## src/rtl/ctrl_seq_pkg.sv

```systemverilog
// Shared types for the control-vector sequencer: stored vector layout, FSM states, run modes.
package ctrl_seq_pkg;

    localparam int VEC_W  = 24;
    localparam int CTRL_W = 19;

    // Bit 0 is reg_src[0]; chk_en is the MSB (bit 23).
    typedef struct packed {
        logic       chk_en;
        logic [3:0] exp_flags;
        logic [7:0] addr_vga;
        logic       pc_src;
        logic       mem_to_reg;
        logic [1:0] alu_control;
        logic       alu_src;
        logic [1:0] imm_src;
        logic       mem_write;
        logic       reg_write;
        logic [1:0] reg_src;
    } vec_t;

    typedef enum logic [2:0] {
        IDLE     = 3'd0,
        DRIVE    = 3'd1,
        CHECK    = 3'd2,
        STEPWAIT = 3'd3,
        DONE     = 3'd4
    } state_e;

    typedef enum logic [1:0] {
        MODE_SINGLE = 2'b00,
        MODE_LOOP   = 2'b01,
        MODE_STEP   = 2'b10,
        MODE_RSVD   = 2'b11
    } mode_e;

endpackage

```

## src/rtl/ctrl_vec_ram.sv

```systemverilog
// Vector store: DEPTH x VEC_W register array, synchronous write, asynchronous read.
module ctrl_vec_ram
    import ctrl_seq_pkg::*;
#(
    parameter int DEPTH  = 16,
    parameter int ADDR_W = $clog2(DEPTH)
) (
    input  logic              clk,
    input  logic              we_i,
    input  logic [ADDR_W-1:0] waddr_i,
    input  vec_t              wdata_i,
    input  logic [ADDR_W-1:0] raddr_i,
    output vec_t              rdata_o
);

    vec_t mem_q [DEPTH];

    always_ff @(posedge clk) begin
        if (we_i) begin
            mem_q[waddr_i] <= wdata_i;
        end
    end

    assign rdata_o = mem_q[raddr_i];

endmodule

```

## src/rtl/ctrl_vector_sequencer.sv

```systemverilog
// Replays stored control vectors onto the datapath, each held HOLD_CYCLES cycles, and
// compares ALUFlags against the vector's expected flags on the last edge of its window.
module ctrl_vector_sequencer
    import ctrl_seq_pkg::*;
#(
    parameter int  DEPTH       = 16,
    parameter int  HOLD_CYCLES = 1,
    parameter int  ERR_W       = 8,
    localparam int ADDR_W      = $clog2(DEPTH)
) (
    input  logic              clk,
    input  logic              reset,
    input  logic              wr_en,
    input  logic [ADDR_W-1:0] wr_addr,
    input  logic [VEC_W-1:0]  wr_data,
    input  logic [ADDR_W:0]   num_vec,
    input  logic [1:0]        mode,
    input  logic              start,
    input  logic              stop,
    input  logic              step,
    input  logic              halt_on_err,
    input  logic [3:0]        ALUFlags,
    output logic [1:0]        RegSrc,
    output logic              RegWrite,
    output logic              MemWrite,
    output logic [1:0]        ImmSrc,
    output logic              ALUSrc,
    output logic [1:0]        ALUControl,
    output logic              MemtoReg,
    output logic              PCSrc,
    output logic [7:0]        addressForVga,
    output logic              busy,
    output logic              done,
    output logic [ADDR_W-1:0] vec_idx,
    output logic [ERR_W-1:0]  err_cnt,
    output logic [ADDR_W-1:0] err_first
);

    localparam int     HOLD_W   = (HOLD_CYCLES > 1) ? $clog2(HOLD_CYCLES) : 1;
    // With a one-cycle window the first cycle of a vector is already its check cycle.
    localparam state_e ENTER_ST = (HOLD_CYCLES == 1) ? CHECK : DRIVE;

    state_e            state_q, state_d;
    logic [ADDR_W-1:0] idx_q, idx_d;
    logic [ADDR_W-1:0] vec_idx_q, vec_idx_d;
    logic [HOLD_W-1:0] hold_q, hold_d;
    logic [ADDR_W:0]   num_q, num_d;
    logic [ERR_W-1:0]  err_cnt_q, err_cnt_d;
    logic [ADDR_W-1:0] err_first_q, err_first_d;
    vec_t              drv_q, drv_d, rd_vec;
    logic              busy_d, last, mismatch;
    mode_e             mode_s;

    ctrl_vec_ram #(.DEPTH(DEPTH), .ADDR_W(ADDR_W)) u_ram (
        .clk     (clk),
        .we_i    (wr_en && !busy),
        .waddr_i (wr_addr),
        .wdata_i (vec_t'(wr_data)),
        .raddr_i (idx_d),
        .rdata_o (rd_vec)
    );

    assign mode_s   = mode_e'(mode);
    assign last     = ({1'b0, idx_q} == (num_q - 1'b1));
    assign mismatch = (state_q == CHECK) && drv_q.chk_en && (ALUFlags != drv_q.exp_flags);

    always_ff @(posedge clk or posedge reset) begin
        if (reset) begin
            state_q     <= IDLE;
            idx_q       <= '0;
            vec_idx_q   <= '0;
            hold_q      <= '0;
            num_q       <= '0;
            err_cnt_q   <= '0;
            err_first_q <= '0;
            drv_q       <= '0;
        end else begin
            state_q     <= state_d;
            idx_q       <= idx_d;
            vec_idx_q   <= vec_idx_d;
            hold_q      <= hold_d;
            num_q       <= num_d;
            err_cnt_q   <= err_cnt_d;
            err_first_q <= err_first_d;
            drv_q       <= drv_d;
        end
    end

    always_comb begin
        state_d     = state_q;
        idx_d       = idx_q;
        hold_d      = hold_q;
        num_d       = num_q;
        err_cnt_d   = err_cnt_q;
        err_first_d = err_first_q;
        if (stop) begin
            state_d = IDLE;
        end else begin
            case (state_q)
                IDLE, DONE: begin
                    if (start) begin
                        num_d       = (num_vec > (ADDR_W+1)'(DEPTH)) ? (ADDR_W+1)'(DEPTH) : num_vec;
                        idx_d       = '0;
                        hold_d      = '0;
                        err_cnt_d   = '0;
                        err_first_d = '0;
                        state_d     = (num_vec == '0) ? DONE : ENTER_ST;
                    end
                end
                DRIVE: begin
                    hold_d = hold_q + 1'b1;
                    if (hold_q == HOLD_W'(HOLD_CYCLES - 2)) begin
                        state_d = CHECK;
                    end
                end
                CHECK: begin
                    hold_d = '0;
                    if (mismatch) begin
                        if (err_cnt_q != '1) err_cnt_d = err_cnt_q + 1'b1;
                        if (err_cnt_q == '0) err_first_d = idx_q;
                    end
                    if (halt_on_err && mismatch) begin
                        state_d = DONE;
                    end else if (mode_s == MODE_STEP) begin
                        state_d = STEPWAIT;
                    end else if (!last) begin
                        idx_d   = idx_q + 1'b1;
                        state_d = ENTER_ST;
                    end else if (mode_s == MODE_LOOP) begin
                        idx_d   = '0;
                        state_d = ENTER_ST;
                    end else begin
                        state_d = DONE;
                    end
                end
                STEPWAIT: begin
                    if (step) begin
                        if (last) begin
                            state_d = DONE;
                        end else begin
                            idx_d   = idx_q + 1'b1;
                            hold_d  = '0;
                            state_d = ENTER_ST;
                        end
                    end
                end
                default: state_d = IDLE;
            endcase
        end
    end

    // Write enables fire only in the first cycle of a window and never while parked in STEPWAIT.
    always_comb begin
        drv_d  = '0;
        busy_d = (state_d == DRIVE) || (state_d == CHECK) || (state_d == STEPWAIT);
        if (busy_d) begin
            drv_d = rd_vec;
            if ((state_d == STEPWAIT) || (hold_d != '0)) begin
                drv_d.reg_write = 1'b0;
                drv_d.mem_write = 1'b0;
            end
        end
        vec_idx_d = busy_d ? idx_d : '0;
    end

    assign RegSrc        = drv_q.reg_src;
    assign RegWrite      = drv_q.reg_write;
    assign MemWrite      = drv_q.mem_write;
    assign ImmSrc        = drv_q.imm_src;
    assign ALUSrc        = drv_q.alu_src;
    assign ALUControl    = drv_q.alu_control;
    assign MemtoReg      = drv_q.mem_to_reg;
    assign PCSrc         = drv_q.pc_src;
    assign addressForVga = drv_q.addr_vga;
    assign busy          = (state_q == DRIVE) || (state_q == CHECK) || (state_q == STEPWAIT);
    assign done          = (state_q == DONE);
    assign vec_idx       = vec_idx_q;
    assign err_cnt       = err_cnt_q;
    assign err_first     = err_first_q;

endmodule

```

## config.mk

```make
export PLATFORM = sky130hd
export DESIGN_NAME = ctrl_vector_sequencer
export DESIGN_NICKNAME = d
export VERILOG_FILES = /design/src/rtl/ctrl_seq_pkg.sv /design/src/rtl/ctrl_vec_ram.sv /design/src/rtl/ctrl_vector_sequencer.sv
export SDC_FILE = /design/constraint.sdc
export NUM_CORES = 1
export LEC_CHECK = 0
export ABC_AREA = 1
export ABC_CLOCK_PERIOD_IN_PS = 2700
export CAP_MARGIN = 20
export CORE_MARGIN = 3
export CORE_UTILIZATION = 32
export CTS_BUF_LIST = sky130_fd_sc_hd__clkbuf_4 sky130_fd_sc_hd__clkbuf_8
export CTS_CLUSTER_DIAMETER = 80
export DETAILED_ROUTE_END_ITERATION = 12
export PLACE_DENSITY = 0.6
export SLEW_MARGIN = 5
export SYNTH_ARGS = -nofsm -noshare
export SYNTH_HDL_FRONTEND = slang
export SYNTH_HIERARCHICAL = 1
export SYNTH_SLANG_ARGS = --single-unit
```

## constraint.sdc

```tcl
create_clock -name clk -period 2.7 [get_ports clk]
set_input_delay 0.54 -clock clk [delete_from_list [all_inputs] [get_ports clk]]
set_output_delay 0.54 -clock clk [all_outputs]
set_load 0.02 [all_outputs]
```

==> run metrics <==
post-DP HPWL ~31 mm; vias in the first global route roughly 14000; CP arrival approximately 3.3 ns; initial core utilization 0.326; Syn Area/Cell about 9.9 um^2; filler instances between 5000 and 6000; worst r2r src num_q[0]; CP Max Fanout 7; Worst slew margin 0.536; WP data required between 3 and 4 ns; CP max stage delay around 0.39 ns; FF+latch count, synth approximately 440; Top delay family on crit path simple AND/OR/NAND/NOR gates; final-report hold violation count 0; Slew Limit Fails 0; CP max-delay cell dfrtp_1; Design Power 17.8 mW; Crit path buffers/inverters 10; first-pass GRT wire length approximately 80 mm; Die Y 253 um; # port buffers approximately 80; ANT nets after route 0; crit path time final between 2 and 3 ns; Crit. End Element register; DR vias/cell approximately 4.7; Final nets between 2000 and 2500; Area Growth Syn to Fin 30.2%; Detailed Routing Iterations Pass 1 5; die width roughly 250 um; design area roughly 0.025 mm^2; final worst-path cycle share 1.05; startpoint types register; starting DRC count in detailed routing between 1000 and 1500; Post-Synthesis Cell Area about 0.02 mm^2; die area about 0.064 mm^2; status finished, violations left; HP Class input pin to asynchronous set/reset pin; final worst setup slack -0.122 ns; layout cells sized above 1 0.200; final setup fails 24; clock buffer depth 3; post-synthesis cell count roughly 2000; clock sink total between 400 and 500; Clock Pin Slew Worst Setup and Hold Paths 0.06 ns; clock root buffer clkbuf_8; wire length per cell around 18 um; DRC viols 0; Final Skew 0.0331 ns; Setup crit start num_q[0]; failing checks negative setup slack; TritonCTS clock tree built; # hold bufs at CTS 0; CTS Buf Count 73; Yosys cell types 35; H-tree depth 3; Post-DP Area 0.0224 mm^2; post-synthesis sequential area ratio 0.661; vias between 10000 and 15000; Power Density around 700 mW/mm^2; pre-CTS WS -0.740 ns; Setup Crit Path Kind register to register; Max VDD drop around 0.4 mV; drt total wl about 56 mm; pin count of the biggest net entering global routing between 40 and 50; yosys warns 6; gr usage total 0.167; Lkg Pwr approximately 11 nW; initial antenna violation count 0; syn_nets between 2000 and 2500; actual slew at the worst max-slew pin between 0.6 and 0.7 ns; routability congestion estimate just over 0.8; RSZ-0062 raised after global routing yes; later-pin clock latency in the skew report about 0.64 ns; upper clock frequency limit 354 MHz; core area ~0.060 mm^2; GRT overflow 0; maxcap violations 0; row count between 80 and 90; Top-Level Pins 83
-- what timing repair did --
item / CTS / global route
cloned: 7 / 17
hold endpoints to repair: 0 / 0
resized for setup: 55 / 110
buffers inserted: 15 / 29
pin swaps: 30 / 60
endpoints found under the setup margin: 24 / 26
-- synthesized netlist by cell type --
library cell,instances,share of area
nand2_4,1,0.00058
xor2_1,6,0.0027
inv_2,5,0.00097
o31ai_1,4,0.0015
o211ai_1,1,0.00039
edfxtp_1,384,0.59
buf_4,28,0.011
nor2_4,2,0.0012
buf_8,1,0.00077
a31oi_1,1,0.00032
nand4_1,3,0.00097
clkbuf_1,12,0.0023
nor2_2,11,0.0035
buf_6,1,0.00058
buf_1,8,0.0015
clkbuf_2,1,0.00026
xnor2_1,2,0.00090
nor4_1,2,0.00064
inv_1,371,0.072
ha_1,4,0.0026
nand3_1,321,0.083
nand3b_1,2,0.00077
nor2_1,54,0.010
nand2_1,607,0.12
inv_4,1,0.00032
a21boi_0,1,0.00039
nor3_1,3,0.00077
dfrtp_1,53,0.068
buf_2,46,0.012
a21oi_1,12,0.0031
o22ai_1,4,0.0013
nand3_2,3,0.0015
nand2_2,2,0.00064
nand3_4,1,0.00090
o21ai_0,11,0.0028
-- worst paths after layout --
path / slack, ns / endpoint / cells past startpoint
setup / recovery: -0.12 / addressForVga[5] / 25
hold / removal: 0.35 / addressForVga[0] / 2
max in group asynchronous: 1.67 / err_first[0] / 3
setup reg to reg: -0.12 / addressForVga[5] / 25
hold reg to reg: 0.51 / err_first[0] / 2
min in group clk: 0.51 / err_first[0] / 2
-- flip-flops by register name, summed over array words and instances, names as in the netlist, 3 cells and up --
signal         flops
vec_idx            4
u_ram/mem_q      384
err_first          4
addressForVga      8
idx_q              4
drv_q              5
state_q            3
err_cnt            8
num_q              5
-- layout by cell type, fill, tap and decap left out, drive strengths merged --
cell,netlist,routed
o211ai,1,1
clkbuf,13,129
o21ai,11,11
nand4,3,3
nand2,610,610
dlymetal6s2s,0,2
xor2,6,6
a31oi,1,1
xnor2,2,2
buf,84,178
o22ai,4,4
inv,377,377
ha,4,4
a21boi,1,1
clkdlybuf4s50,0,80
clkinvlp,0,4
o31ai,4,4
a21oi,12,12
edfxtp,384,384
nand3b,2,2
dfrtp,53,53
diode,0,1
nor4,2,2
nor2,67,67
nand3,325,325
nor3,3,3
clkinv,0,15
-- worst reg2reg max path, delay by kind of cell (launching register included) --
| kind | cells | cell delay [ns] |
|---|---|---|
| AND/OR/NAND/NOR | 14 | 1.10 |
| buffers and inverters | 10 | 1.03 |
| flip-flops | 1 | 0.39 |
| adder cells (fa/ha/maj) | 1 | 0.21 |
-- per-layer routing --
metal  track usage  vias up  routed length [um]
met5             0        -                   0
met4        0.0473        0                1020
met3        0.0308       86                4380
met2         0.269      542               26400
met1         0.232     7035               24500
li1              -     6810                   -
-- report_power, final --
| group | internal, mW | switching [mW] | total [mW] |
|---|---|---|---|
| logic | 1.87 | 2.43 | 4.30 |
| registers | 7.55 | 0.107 | 7.66 |
| clock network | 3.19 | 2.63 | 5.82 |
| total | 12.6 | 5.17 | 17.8 |
-- per-stage QoR --
stage	TNS [ns]	hold slack, ns	utilization	instances
6_report	-1.75	0.348	0.425	3054
2_1_floorplan	0	0.502	-	1969
3_3_place_gp	-14.68	0.483	0.375	2857
3_5_place_dp	-15.65	0.495	0.375	2857
5_1_grt	-6.24	0.334	0.425	3053
4_1_cts	-1.57	0.316	0.408	3009
-- final cells by class --
class | instances | area, um^2 | share of cell area
clock buffers | 114 | 1350 | 0.0533
repair buffers | 275 | 3450 | 0.136
flip-flops and latches | 437 | 12900 | 0.508
diodes | 1 | 2.50 | 0.0000988
clock inverters | 19 | 106 | 0.00420
well taps | 773 | 967 | 0.0382
inverters | 377 | 1450 | 0.0573
multi-input cells | 1058 | 5140 | 0.203
-- cells by family after synthesis --
group,after synthesis,synth area share
AO/OA/AOI/OAI,34,0.00985
buffers and inverters,474,0.101
flip-flops,437,0.661
adder cells (fa/ha/maj),4,0.00257
XOR/XNOR,8,0.00360
AND/OR/NAND/NOR,1012,0.222
(Power assumes the default switching activity.)
